===== src/rtl/multicycle_controller.sv =====
// Multi-cycle fetch/decode/memory/execute sequencer for the accumulator CPU (one shared memory port).
// Optional macro WAIT_STATE_EN: every memory access is stretched until mem_ack.
module multicycle_controller #(
  parameter int unsigned OPW  = 4,
  parameter int unsigned ALUW = 3
) (
  input  logic            clk,
  input  logic            rst_n,
  input  logic            halt,
  input  logic [OPW-1:0]  opr,
  input  logic            zero,
  input  logic            mem_ack,
  output logic            mem_rd,
  output logic            mem_wr,
  output logic            adr_sel,
  output logic            ir_ld,
  output logic            mdr_ld,
  output logic            pc_inc,
  output logic            pc_ld,
  output logic            acc_ld,
  output logic            alu_src,
  output logic [ALUW-1:0] alu_cont,
  output logic            halted,
  output logic            illegal
);

  localparam logic [OPW-1:0] OpAdd  = OPW'(4'h0);
  localparam logic [OPW-1:0] OpSub  = OPW'(4'h1);
  localparam logic [OPW-1:0] OpAnd  = OPW'(4'h2);
  localparam logic [OPW-1:0] OpOr   = OPW'(4'h3);
  localparam logic [OPW-1:0] OpLda  = OPW'(4'h4);
  localparam logic [OPW-1:0] OpSta  = OPW'(4'h5);
  localparam logic [OPW-1:0] OpJmp  = OPW'(4'h6);
  localparam logic [OPW-1:0] OpNop  = OPW'(4'h7);
  localparam logic [OPW-1:0] OpSubi = OPW'(4'h8);
  localparam logic [OPW-1:0] OpAndi = OPW'(4'h9);
  localparam logic [OPW-1:0] OpOri  = OPW'(4'hA);
  localparam logic [OPW-1:0] OpJz   = OPW'(4'hB);
  localparam logic [OPW-1:0] OpHlt  = OPW'(4'hF);

  localparam logic [ALUW-1:0] AluAdd  = ALUW'(3'b100);
  localparam logic [ALUW-1:0] AluSub  = ALUW'(3'b011);
  localparam logic [ALUW-1:0] AluAnd  = ALUW'(3'b000);
  localparam logic [ALUW-1:0] AluOr   = ALUW'(3'b001);
  localparam logic [ALUW-1:0] AluPass = ALUW'(3'b010);

  typedef enum logic [2:0] {
    StFetch,
    StDecode,
    StMemRd,
    StExec,
    StMemWr,
    StHalted
  } state_e;

  state_e state_q, state_d;
  logic   ack;
  logic   fetch_busy_q;

`ifdef WAIT_STATE_EN
  logic fetch_busy_d;

  assign ack = mem_ack;
  // Once a fetch read is on the bus, halt must not abandon it mid-access.
  assign fetch_busy_d = (state_q == StFetch) && mem_rd && !mem_ack;

  always_ff @(posedge clk or negedge rst_n) begin
    if (!rst_n) begin
      fetch_busy_q <= 1'b0;
    end else begin
      fetch_busy_q <= fetch_busy_d;
    end
  end
`else
  logic unused_mem_ack;

  assign ack            = 1'b1;
  assign fetch_busy_q   = 1'b0;
  assign unused_mem_ack = mem_ack;
`endif

  always_ff @(posedge clk or negedge rst_n) begin
    if (!rst_n) begin
      state_q <= StFetch;
    end else begin
      state_q <= state_d;
    end
  end

  always_comb begin
    state_d = state_q;
    mem_rd  = 1'b0;
    mem_wr  = 1'b0;
    adr_sel = 1'b0;
    ir_ld   = 1'b0;
    mdr_ld  = 1'b0;
    pc_inc  = 1'b0;
    pc_ld   = 1'b0;
    acc_ld  = 1'b0;
    alu_src = 1'b0;
    halted  = 1'b0;
    illegal = 1'b0;
    // Strobes are masked during reset so the datapath sees nothing while rst_n is low.
    if (rst_n) begin
      unique case (state_q)
        StFetch: begin
          if (!halt || fetch_busy_q) begin
            mem_rd = 1'b1;
            if (ack) begin
              ir_ld   = 1'b1;
              pc_inc  = 1'b1;
              state_d = StDecode;
            end
          end
        end
        StDecode: begin
          unique case (opr)
            OpAdd, OpSub, OpAnd, OpOr, OpLda: state_d = StMemRd;
            OpSubi, OpAndi, OpOri:            state_d = StExec;
            OpSta:                            state_d = StMemWr;
            OpJmp: begin
              pc_ld   = 1'b1;
              state_d = StFetch;
            end
            OpJz: begin
              pc_ld   = zero;
              state_d = StFetch;
            end
            OpNop:                            state_d = StFetch;
            OpHlt:                            state_d = StHalted;
            default: begin
              illegal = 1'b1;
              state_d = StFetch;
            end
          endcase
        end
        StMemRd: begin
          mem_rd  = 1'b1;
          adr_sel = 1'b1;
          if (ack) begin
            mdr_ld  = 1'b1;
            state_d = StExec;
          end
        end
        StExec: begin
          acc_ld  = 1'b1;
          alu_src = (opr == OpSubi) || (opr == OpAndi) || (opr == OpOri);
          state_d = StFetch;
        end
        StMemWr: begin
          mem_wr  = 1'b1;
          adr_sel = 1'b1;
          if (ack) begin
            state_d = StFetch;
          end
        end
        StHalted: begin
          halted = 1'b1;
        end
        default: state_d = StFetch;
      endcase
    end
  end

  // ALU function follows the opcode in every state, independent of reset.
  always_comb begin
    alu_cont = AluAnd;
    unique case (opr)
      OpAdd:          alu_cont = AluAdd;
      OpSub, OpSubi:  alu_cont = AluSub;
      OpAnd, OpAndi:  alu_cont = AluAnd;
      OpOr, OpOri:    alu_cont = AluOr;
      OpLda:          alu_cont = AluPass;
      default:        alu_cont = AluAnd;
    endcase
  end

endmodule


===== config.mk =====
export PLATFORM = sky130hd
export DESIGN_NAME = multicycle_controller
export DESIGN_NICKNAME = d
export VERILOG_FILES = /design/src/rtl/multicycle_controller.sv
export SDC_FILE = /design/constraint.sdc
export NUM_CORES = 1
export LEC_CHECK = 0
export CAP_MARGIN = 20
export CORE_AREA = 3 3 40 42
export DETAILED_ROUTE_END_ITERATION = 10
export DIE_AREA = 0 0 43 45
export GPL_ROUTABILITY_DRIVEN = 0
export GPL_TIMING_DRIVEN = 0
export PLACE_DENSITY = 0.67
export SYNTH_ARGS = -nofsm -noshare
export SYNTH_HDL_FRONTEND = slang
export SYNTH_SLANG_ARGS = --single-unit

===== constraint.sdc =====
create_clock -name clk -period 1.3 [get_ports clk]
set_input_delay 0.26 -clock clk [delete_from_list [all_inputs] [get_ports clk]]
set_output_delay 0.26 -clock clk [all_outputs]
set_load 0.005 [all_outputs]

==> results.py <==
metrics = {
    "routing": {
        "viasPerCell": 5.01,
        "firstDrtPassIters": 4,
        "routedWlPerCell_um": 13.8,
        "drt_wl_total_um": 1670,
        "antenna_left": 0,
        "vias": 606,
        "drcViolationCount": 0,
        "drt_iter0_drc": 17,
    },
    "sta": {
        "rsz0062_at_grt": "true",
        "holdWs_ns": 0.272,
        "tightest_slew_ns": 0.238,
        "final.period_utilization_pct": 124,
        "finClkSkew_ns": 0.0101,
        "fmax_mhz": 621,
        "fin_ws_ns": -0.310,
        "max-slew-margin-rel_pct": 84.0,
        "setup_viol": 14,
        "min_period_ns": 1.61,
        "slew_viol_final": 0,
        "hold_viol": 0,
    },
    "worst_setup_path": {
        "worst_path_most_repeated_cell": "buf_6",
        "path_delay_family": "flip-flops",
        "critPathSlowestCell": "dfrtp_1",
        "cpPeakStageDelay_ns": 0.36,
        "path_cells": "buf_6 > and2b_4 > buf_6 > nand3_2 > a21oi_2 > buf_2",
        "end_kind": "output port",
        "worst_ep_required_time_ns": 1.04,
        "path_max_fanout": 6,
        "crit_arrival_ns": 1.35,
        "r2r_slack_ns": -0.24,
        "crit_type": "flip-flop to output port",
        "startpoint_type": "flip-flop",
        "critical_path_buf_inv_count": 3,
    },
    "floorplan": {
        "die_h_um": 45,
        "die_w_um": 43,
        "die-area_mm2": 0.00194,
        "core.rowCount": 13,
        "start_util_pct": 32.0,
        "io_pins": 23,
        "core_area_mm2": 0.00128,
    },
    "yosys": {
        "synthFlopType": "dfrtp_1",
        "synth_cell_types": 29,
        "syn_area_um2": 412,
        "netlist_instances": 54,
        "ys_ff_latch": 3,
        "syn_avg_cell_area_um2": 7.62,
        "yosysWarnings": 0,
        "synth_edf_count": 0,
        "async_flop_share_pct": 100,
        "seq_area_frac_synth_pct": 18.2,
        "syn_nets": 63,
    },
    "placement": {
        "hpwl_um": 707,
        "io_buffers": 19,
    },
    "run_status": {
        "status": "finished with violations",
        "violations": "negative setup slack",
    },
    "clock_tree": {
        "cts_buffers": 3,
        "clock_sinks": 3,
        "clock_latency_ns": 0.25,
        "clk_pin_slew_ns": 0.03,
        "root_buffer": "clkbuf_4",
        "ctsLongestPathBuffers": 2,
        "cts_tree": "done",
        "htreeDepth": 1,
    },
    "power": {
        "p_per_area_mw_per_mm2": 1470,
        "ir_drop_uv": 802,
        "p_leak_uw": 0.000464,
    },
    "cells_and_area": {
        "top_regs": "state_q x3",
        "diodes": 0,
        "syn_to_final_growth_pct": 134,
        "regMostFlops": "state_q",
        "largest_register_ffs": 3,
        "drive_gt1_share_pct": 70.8,
        "final_core_utilization_pct": 74.9,
        "final_nets": 116,
    },
    "job": {
        "drv_cap": 0,
    },
    "global_routing": {
        "grt_pass1_vias": 586,
        "gr-usage-all-layers_pct": 17.8,
        "antenna_found_initial": 0,
        "grt_start_max_net_pins": 11,
        "grt_pass1_wl_um": 2580,
        "grt.overflow.total": 0,
    },
    "hold_path": {
        "hold_path.class": "input pin to flip-flop",
    },
}
## power breakdown
group	total, uW	internal [uW]	leakage [uW]	switching (uW)
combinational	1100	647	0.000412	449
sequential	145	128	0.0000369	16.4
clock	174	116	0.0000150	58.6
total	1410	891	0.000464	524
## cells in the mapped netlist, types with 2 or more instances
cell type | instances | area [um^2]
dfrtp_1 | 3 | 75.1
nand3_1 | 3 | 15.0
o21ai_0 | 4 | 20.0
buf_4 | 2 | 15.0
buf_2 | 3 | 15.0
buf_6 | 2 | 22.5
nand2_1 | 3 | 11.3
nor4_1 | 2 | 12.5
a21oi_1 | 3 | 15.0
nor2_1 | 5 | 18.8
nor3b_1 | 3 | 22.5
xor2_1 | 2 | 17.5
xnor2_1 | 3 | 26.3
## per-stage QoR
| step | setup TNS [ns] | instance area, um^2 | total power [uW] | worst slack (ns) | cells |
|---|---|---|---|---|---|
| global placement | -11.63 | 627 | 626 | -0.992 | 88 |
| floorplan | 0 | 418 | 460 | 0.0450 | 54 |
| finish | -2.75 | 962 | 1410 | -0.310 | 121 |
| global route | -3.56 | 962 | 1500 | -0.362 | 121 |
| CTS | -2.43 | 882 | 1140 | -0.308 | 114 |
| detailed placement | -11.67 | 627 | 630 | -0.997 | 88 |
## repair_timing
| item | in CTS | in global routing |
|---|---|---|
| setup buffers | 21 | 7 |
| hold buffers | 1 | 0 |
| setup endpoints to repair | 16 | 17 |
| gates resized for setup | 97 | 10 |
| hold endpoints to repair | 3 | 0 |
| pin swaps | 11 | 9 |
## cells in the final DEF, fill, tap and decap left out, types with 2 or more instances in the layout
master,n
clkbuf_4,3
nor2_1,4
buf_6,15
nor3b_2,3
buf_4,21
a21oi_1,2
xor2_1,2
nand3_2,2
nand2_1,2
o21ai_0,2
buf_2,15
nand2_4,2
o21ai_1,3
dfrtp_1,2
## worst register-to-register path, delay by kind of cell, from the launching register on
family                 cells  cell delay (ns)
AND/OR/NAND/NOR            1             0.17
buffers and inverters      5             0.60
flip-flops                 1             0.36
AO/OA/AOI/OAI              1             0.29
## final cells by class
type / count / area [um^2]
Inverter: 1 / 3.75
Tap cell: 15 / 18.8
Clock buffer: 4 / 26.3
Sequential cell: 3 / 76.3
Multi-Input combinational cell: 43 / 395
Timing Repair Buffer: 48 / 367
Fill cell: 101 / 323
Buffer: 7 / 75.1
## final timing paths
kind,start,to,cells past startpoint
max reg2reg,state_q[0]$_DFFE_PN0P_,state_q[0]$_DFFE_PN0P_,7
max in group asynchronous,rst_n,state_q[2]$_DFFE_PN0P_,2
min in group asynchronous,rst_n,state_q[2]$_DFFE_PN0P_,2
min,opr[0],state_q[1]$_DFFE_PN0P_,2
min reg2reg,state_q[1]$_DFFE_PN0P_,state_q[1]$_DFFE_PN0P_,4
max,state_q[1]$_DFFE_PN0P_,pc_ld,6
## layer usage
| layer | GRT usage, % | up-vias | part of all wire (%) |
|---|---|---|---|
| met5 | 0 | - | 0 |
| met4 | 11.4 | 0 | 1.3 |
| met3 | 1.99 | 2 | 6.4 |
| met2 | 32.9 | 25 | 55 |
| met1 | 19.1 | 284 | 38 |
| li1 | - | 295 | - |
## cell families after synthesis
family | after synthesis | share of synthesized area (%)
and+or+nand+nor | 26 | 39.2
xor gates and xnor gates | 5 | 10.6
AOI/OAI and AO/OA | 12 | 18.2
buffers and inverters | 8 | 13.7
DFF | 3 | 18.2
(Power assumes the default switching activity.)
